### config.mk
export PLATFORM = sky130hd
export DESIGN_NAME = cpu_regfile_wb_arbiter
export DESIGN_NICKNAME = d
export VERILOG_FILES = /design/src/rtl/cpu_pkg.sv /design/src/rtl/cpu_wb_rr_arbiter.sv /design/src/rtl/cpu_regfile_wb_arbiter.sv
export SDC_FILE = /design/constraint.sdc
export NUM_CORES = 1
export LEC_CHECK = 0
export CAP_MARGIN = 20
export CORE_AREA = 2 2 98 119
export CTS_CLUSTER_SIZE = 25
export DETAILED_ROUTE_END_ITERATION = 16
export DIE_AREA = 0 0 100 121
export PLACE_DENSITY = 0.66
export REMOVE_ABC_BUFFERS = 1
export SYNTH_ARGS = -nofsm -noshare
export SYNTH_HDL_FRONTEND = slang
export SYNTH_SLANG_ARGS = --single-unit
### constraint.sdc
create_clock -name clk -period 1.8 [get_ports clk]
set_clock_uncertainty 0.1 [all_clocks]
set_input_delay 0.36 -clock clk [delete_from_list [all_inputs] [get_ports clk]]
set_output_delay 0.36 -clock clk [all_outputs]
set_load 0.05 [all_outputs]
### src/rtl/cpu_pkg.sv
// Shared CPU writeback definitions: data/address widths, the writeback
// request bundle and the requester port indices.
package cpu_pkg;

    localparam int unsigned XLEN       = 32;
    localparam int unsigned REG_ADDR_W = 5;

    localparam logic PORT_EXEC = 1'b0;
    localparam logic PORT_LOAD = 1'b1;

    typedef struct packed {
        logic                  valid;
        logic [REG_ADDR_W-1:0] rd;
        logic [XLEN-1:0]       data;
    } wb_req_t;

endpackage

### src/rtl/cpu_wb_rr_arbiter.sv
// Two-way round-robin grant generator. The pointer only moves on a contended
// grant, so a lone requester never disturbs the fairness order.
module cpu_wb_rr_arbiter (
    input  logic       clk,
    input  logic       rst_n,
    input  logic [1:0] req,
    output logic [1:0] gnt
);

    logic rr_ptr_q;
    logic rr_ptr_d;

    always_comb begin
        gnt      = req;
        rr_ptr_d = rr_ptr_q;
        if (&req) begin
            gnt      = rr_ptr_q ? 2'b10 : 2'b01;
            rr_ptr_d = ~rr_ptr_q;
        end
    end

    always_ff @(posedge clk or negedge rst_n) begin
        if (!rst_n) begin
            rr_ptr_q <= 1'b0;
        end else begin
            rr_ptr_q <= rr_ptr_d;
        end
    end

endmodule

### src/rtl/cpu_regfile_wb_arbiter.sv
// Shares the register file write port between execute and load writebacks,
// registers the winning write, and tracks pending writes for RAW stalls.
module cpu_regfile_wb_arbiter
    import cpu_pkg::*;
#(
    parameter int unsigned REGS = 32,
    parameter int unsigned XLEN = cpu_pkg::XLEN
) (
    input  logic                  clk,
    input  logic                  rst_n,
    input  logic                  wb0_valid,
    input  logic [REG_ADDR_W-1:0] wb0_rd,
    input  logic [XLEN-1:0]       wb0_data,
    output logic                  wb0_ready,
    input  logic                  wb1_valid,
    input  logic [REG_ADDR_W-1:0] wb1_rd,
    input  logic [XLEN-1:0]       wb1_data,
    output logic                  wb1_ready,
    input  logic                  alloc_valid,
    input  logic [REG_ADDR_W-1:0] alloc_rd,
    output logic [REG_ADDR_W-1:0] a3,
    output logic [XLEN-1:0]       wd3,
    output logic                  we3,
    output logic [REGS-1:0]       busy
);

    logic [1:0]            gnt;
    logic                  grant;
    logic [REG_ADDR_W-1:0] win_rd;
    logic [XLEN-1:0]       win_data;

    logic                  we3_q,  we3_d;
    logic [REG_ADDR_W-1:0] a3_q,   a3_d;
    logic [XLEN-1:0]       wd3_q,  wd3_d;
    logic [REGS-1:0]       busy_q, busy_d;

    cpu_wb_rr_arbiter u_rr_arb (
        .clk   (clk),
        .rst_n (rst_n),
        .req   ({wb1_valid, wb0_valid}),
        .gnt   (gnt)
    );

    assign wb0_ready = gnt[PORT_EXEC];
    assign wb1_ready = gnt[PORT_LOAD];
    assign grant     = |gnt;
    assign win_rd    = gnt[PORT_LOAD] ? wb1_rd   : wb0_rd;
    assign win_data  = gnt[PORT_LOAD] ? wb1_data : wb0_data;

    always_comb begin
        we3_d  = grant && (win_rd != '0);
        a3_d   = grant ? win_rd   : a3_q;
        wd3_d  = grant ? win_data : wd3_q;
        busy_d = busy_q;
        if (grant) begin
            busy_d[win_rd] = 1'b0;
        end
        // Allocation is applied last: a newer producer outranks a retiring one.
        if (alloc_valid) begin
            busy_d[alloc_rd] = 1'b1;
        end
        busy_d[0] = 1'b0;
    end

    always_ff @(posedge clk or negedge rst_n) begin
        if (!rst_n) begin
            we3_q  <= 1'b0;
            a3_q   <= '0;
            wd3_q  <= '0;
            busy_q <= '0;
        end else begin
            we3_q  <= we3_d;
            a3_q   <= a3_d;
            wd3_q  <= wd3_d;
            busy_q <= busy_d;
        end
    end

    assign we3  = we3_q;
    assign a3   = a3_q;
    assign wd3  = wd3_q;
    assign busy = busy_q;

endmodule

[After elaboration in Yosys (flattened, before gate mapping)]
Index checks and enable logic that the tools add are counted.
Storage, ports and cells
  register bits after elaboration: 70
  input bits: 84
  output and inout bits: 72
Cells by class
  reductions and logical operators: 6
  mux-type cells: 10
  $lt $le $gt $ge: 4
  bitwise operators: 4
Operator list (count)
  32-bit two-way mux: 3
  32-bit AND: 1
  32-bit NOT: 1
  32-bit bitwise OR: 1
  5-bit by 6-bit < comparator with 1-bit output, second input constant: 2
  1-bit demux with 5-bit select: 2
  5-bit by 1-bit >= comparator with 1-bit output, second input constant: 2
  5-bit two-way mux: 1
  5-bit nonzero test: 1
  2-bit two-way mux: 2
  1-bit logical AND: 3
  1-bit two-way mux: 2
  2-bit AND reduction: 1
  2-bit OR reduction: 1
  1-bit NOT: 1

[Depth between registers and ports, before layout]
  depth after elaboration: 12
  mapped depth: 7
  gate-level depth less buffers: 5

[Cells and area by module]
Synthesis repeated with hierarchy kept, for this count alone.
Second synthesis, totals
  cell total of the unflattened synthesis: 335
  area total of the unflattened synthesis: 3580.9 µm²
Modules (own cells, without submodules)
  cpu_regfile_wb_arbiter: area each 3524.6 µm², cells each 329, times used 1
  cpu_wb_rr_arbiter: area each 56.3 µm², cells each 6, times used 1

[Worst setup path after synthesis]
No wires, ideal clock.
  path kind: input to register
  start: input wb1_valid
  end: register busy_q[13], in the netlist busy[13]
  data arrival time: 1.608 ns
  setup slack: -0.039 ns
  path buffers: 2
  stages on the path: 7
  setup time: 0.132 ns
  path through: buf_2 -> a21bo_1 -> buf_6 -> inv_2 -> nand3b_1 -> a22oi_1 -> o22ai_1
RTL lines
  start, declared: RTL line cpu_regfile_wb_arbiter.sv:15  | input logic wb1_valid,
  2-bit AND reduction *: RTL line cpu_wb_rr_arbiter.sv:16  | if (&req) begin
  2-bit two-way mux *: RTL line cpu_wb_rr_arbiter.sv:16
  net wb0_ready: RTL line cpu_regfile_wb_arbiter.sv:14  | output logic wb0_ready,
  2-bit OR reduction *: RTL line cpu_regfile_wb_arbiter.sv:46  | assign grant = |gnt;
  32-bit two-way mux *: RTL line cpu_regfile_wb_arbiter.sv:55  | if (grant) begin
  32-bit bitwise OR (no source line)
  32-bit two-way mux *: RTL line cpu_regfile_wb_arbiter.sv:59  | if (alloc_valid) begin
  net busy_d[13]: RTL line cpu_regfile_wb_arbiter.sv:35  | logic [REGS-1:0] busy_q, busy_d;
  end signal, assigned: RTL line cpu_regfile_wb_arbiter.sv:75  | busy_q <= busy_d;
  end, declared: RTL line cpu_regfile_wb_arbiter.sv:35
The timed path passes the listed nets; every way through them passes the cells marked *.
A chain may end at the register's enable or synchronous reset.

[Worst setup path after layout]
  start: register u_rr_arb.rr_ptr_q
  end: register busy_q[22], in the netlist busy[22]
Between the ends
  longest elaborated chain between the ends: 12
Ends and longest elaborated chain
  start, declared: RTL line cpu_wb_rr_arbiter.sv:10  | logic rr_ptr_q;
  start signal, assigned: RTL line cpu_wb_rr_arbiter.sv:26  | rr_ptr_q <= rr_ptr_d;
  2-bit two-way mux *: RTL line cpu_wb_rr_arbiter.sv:17  | gnt = rr_ptr_q ? 2'b10 : 2'b01;
  2-bit two-way mux *: RTL line cpu_wb_rr_arbiter.sv:16
  5-bit two-way mux: RTL line cpu_regfile_wb_arbiter.sv:47  | assign win_rd = gnt[PORT_LOAD] ? wb1_rd : wb0_rd;
  5-bit by 6-bit < comparator with 1-bit output (implied by the code) or 5-bit by 1-bit >= comparator with 1-bit output (tied branches): RTL line cpu_regfile_wb_arbiter.sv:56  | busy_d[win_rd] = 1'b0;
  1-bit logical AND (implied by the code): RTL line cpu_regfile_wb_arbiter.sv:56
  1-bit two-way mux (implied by the code): RTL line cpu_regfile_wb_arbiter.sv:56
  1-bit demux with 5-bit select: RTL line cpu_regfile_wb_arbiter.sv:56
  32-bit NOT (no source line)
  32-bit AND (no source line)
  32-bit two-way mux *: RTL line cpu_regfile_wb_arbiter.sv:55
  32-bit bitwise OR (no source line)
  32-bit two-way mux *: RTL line cpu_regfile_wb_arbiter.sv:59
  net busy_d[22]: RTL line cpu_regfile_wb_arbiter.sv:35
Marks and branches as above.

==> results.md <==
* Outcome: finished clean
* Post-DP Area at 5500 um2
* Area share of the largest cell type after synthesis at 46.7%
* Initial antenna violation count at 1
* DRC at 0
* Critical-path top delay cell: a2111o_1
* Clock Latency Late Sink at 0.33 ns
* Initial Utilization at approximately a third
* Crit path time final at 1.76 ns
* Power per Cell Area at 1410 nW/um2
* DP Wirelength at 9010 um
* Die Ht at 121 um
* Simple-gate share of the synthesized area at a little over a tenth
* Crit path kind: register to register
* VDD IR max at 0.586 mV
* TritonCTS Buffers at 9
* Die Wd at 100 um
* Core box area at roughly 11000 um2
* Placement Rows at 42
* Endpoints failing hold at 0
* Clock Sink Count at 70
* Sequential cell area fraction in the yosys report at a little under half
* Crit-path max cell delay at 0.50 ns
* Largest family of logic cells by synthesized area: compound AO/OA/AOI/OAI gates
* Sw frac at a little under half
* XOR/XNOR Fraction of Synth Area at 0.233%
* CTS clk-pin slew, worst paths at around 0.060 ns
* CTS root buf: clkbuf_16
* First-pass GRT wire length at 19700 um
* Synth area leaders: dfrtp_1, o22ai_1, inv_1
* Layout Cells excl Fill at 749
* DRT antenna net count at 0
* RSZ-0062 raised after global routing: true
* Req. time, crit path at 1.90 ns
* Synth warn at 0
* Post-synthesis mux area share at approximately 1.2%
* Post-synthesis compound-gate area fraction at 30.6%
* Multi-input logic area at 1680 um2
* Largest net degree at the start of global routing at 98
* # port buffers at roughly 150
* Worst r2r path cells at 5
* Crit path cell chain: nand2b_4, buf_12, a2111o_1, a22oi_1, o22ai_1
* Worst hold path type: input pin to async pin
* I/O Pins at about 160
* Adder-Cell Fraction of Synth Area at 0%
* Wire per inst at roughly 17 um
* Area Growth Syn to Fin at 57.9%
* Layout cells sized above 1 at 25.5%
* Fillers at 1046
* Fin Hold WS at 0.314 ns
* Count of final setup violators at 0
* Seq pwr share at around 29%
* Avg Inst Size Synth at about 8.8 um2
* Inst Count DP at approximately 730
* Routed vias/inst at 5.42
* CTS tree: yes
* Drt first pass iters at 4
* Yosys top cell by area: dfrtp_1
* Initial drt markers at 192
* Final instance area at 5930 um2
* CTS H-Tree Depth at 3
* Vias post-DR at around 4100
* Reg area at between 1500 and 2000 um2
* Logic pwr share at 50.7%
* Crit path DAT at approximately 1.9 ns
* WL final at 12600 um
* Vias in the first global route at 4020
* Internal at 4.53 mW
* Routability congestion estimate at 0.879
* Slew Viols, Final at 0
* P_leak at around 2.7 nW
* Final period util at between 90 and 100%
* Final setup TNS at 0 ns
* Crit start category: register
* Crit-path max FO at 7
* CTS Buffer Depth at 2
* Remaining Overflow, GRT at 0
* Final core occ at 54.2%
* Yosys reg bits at 70
* Total GRT Usage at between 20% and 30%
* NetSw at 3.84 mW
* Unique cell type count in the Yosys netlist at 33
* Mapped cell area at around 3800 um2
* Endpoint type of the worst setup path: register
* NumNets Final at around 700
* Cells after synthesis at 429
* Highest Clock Rate at 568 MHz
* Die ar. at 12100 um2
* Max cap viols at 0
* Clock power share at 20.3%
==> worst max-delay path, delay by kind of cell (launching register included) <==
| kind | cells | cell delay (ns) |
|---|---|---|
| compound gates | 3 | 0.79 |
| buf+inv | 1 | 0.14 |
| flops | 1 | 0.43 |
| simple gates | 1 | 0.18 |
==> layer usage <==
layer	share of wire [%]	vias to the layer above	GRT usage (%)	routed length (um)
li1	-	1936	-	-
met1	41	1939	25.2	5150
met2	50	173	35.7	6280
met3	7.6	10	4.84	959
met4	1.2	0	6.68	153
met5	0	-	0	0
==> path summary, 6_finish.rpt <==
path	start	endpoint	slack [ns]
min	rst_n	busy[10]	0.31
max in group asynchronous	rst_n	u_rr_arb.rr_ptr_q	0.80
min in group clk	a3[3]	a3[3]	0.38
max reg2reg	u_rr_arb.rr_ptr_q	busy[22]	0.04
max	u_rr_arb.rr_ptr_q	busy[22]	0.04
min reg2reg	a3[3]	a3[3]	0.38
==> kinds of logic (layout without fill, tap and decap cells) <==
group / after synthesis / after routing
buffers and inverters: 98 / 285
AO/OA/AOI/OAI: 177 / 177
XOR/XNOR: 1 / 1
flip-flops: 70 / 70
AND/OR/NAND/NOR: 78 / 78
multiplexers: 4 / 4
other: 1 / 2
==> power by group through the flow <==
stage | combinational (mW) | clock (mW) | sequential [mW]
after CTS | 4.22 | 1.75 | 2.42
after global routing | 4.48 | 1.80 | 2.49
final | 4.25 | 1.70 | 2.42
after floorplan | 0.773 | 0 | 4.22
after global placement | 4.13 | 0 | 2.43
after detailed placement | 4.17 | 0 | 2.44
==> cell type report <==
cell class | instances | share of cell area, %
sequential | 70 | 29.6
clock inverter | 5 | 0.844
timing repair buffer | 202 | 30.3
clock buffer | 11 | 3.93
inverter | 67 | 4.24
tap | 132 | 2.79
antenna | 1 | 0.0422
multi-input combinational | 261 | 28.3
==> flip-flops by register name (all words and copies together) (netlist names) <==
signal             flops
busy                  31
wd3                   32
u_rr_arb.rr_ptr_q      1
we3                    1
a3                     5
==> stage by stage <==
step	power, mW	worst slack [ns]
after detailed placement	6.61	-0.389
after global routing	8.77	-0.0385
final	8.38	0.0380
after CTS	8.39	0.00954
after floorplan	4.99	-0.742
after global placement	6.55	-0.343
==> Yosys cell counts (all sizes together) <==
library cell,number
or3b,2
buf,15
o31ai,1
nor2,39
a31oi,32
conb,1
nand4b,5
mux2i,1
nand3,5
nand2b,1
a2111o,8
and2,1
mux2,3
and3,1
xnor2,1
a32oi,1
nand2,7
nand3b,7
nor2b,3
a21oi,35
nand4,5
o22ai,66
a22oi,32
or3,2
clkbuf,16
o21ai,1
inv,67
a21bo,1
dfrtp,70
==> cell usage in the layout, fill, tap and decap left out, types with 13 or more instances in the layout <==
master,instances
nor2_1,39
clkdlybuf4s50_1,80
buf_4,113
a31oi_1,32
a22oi_1,19
inv_1,66
a22oi_2,13
a21oi_1,35
dfrtp_1,69
o22ai_1,66
==> timing repair <==
action                                  CTS  global route
hold buffers                              1             0
endpoints found under the setup margin   10            28
resized for setup                         5            16
endpoints found under the hold margin    36             0
pin swaps                                 1             7
buffers inserted                          3             2
No activity file was read; power rests on OpenSTA's default activity.
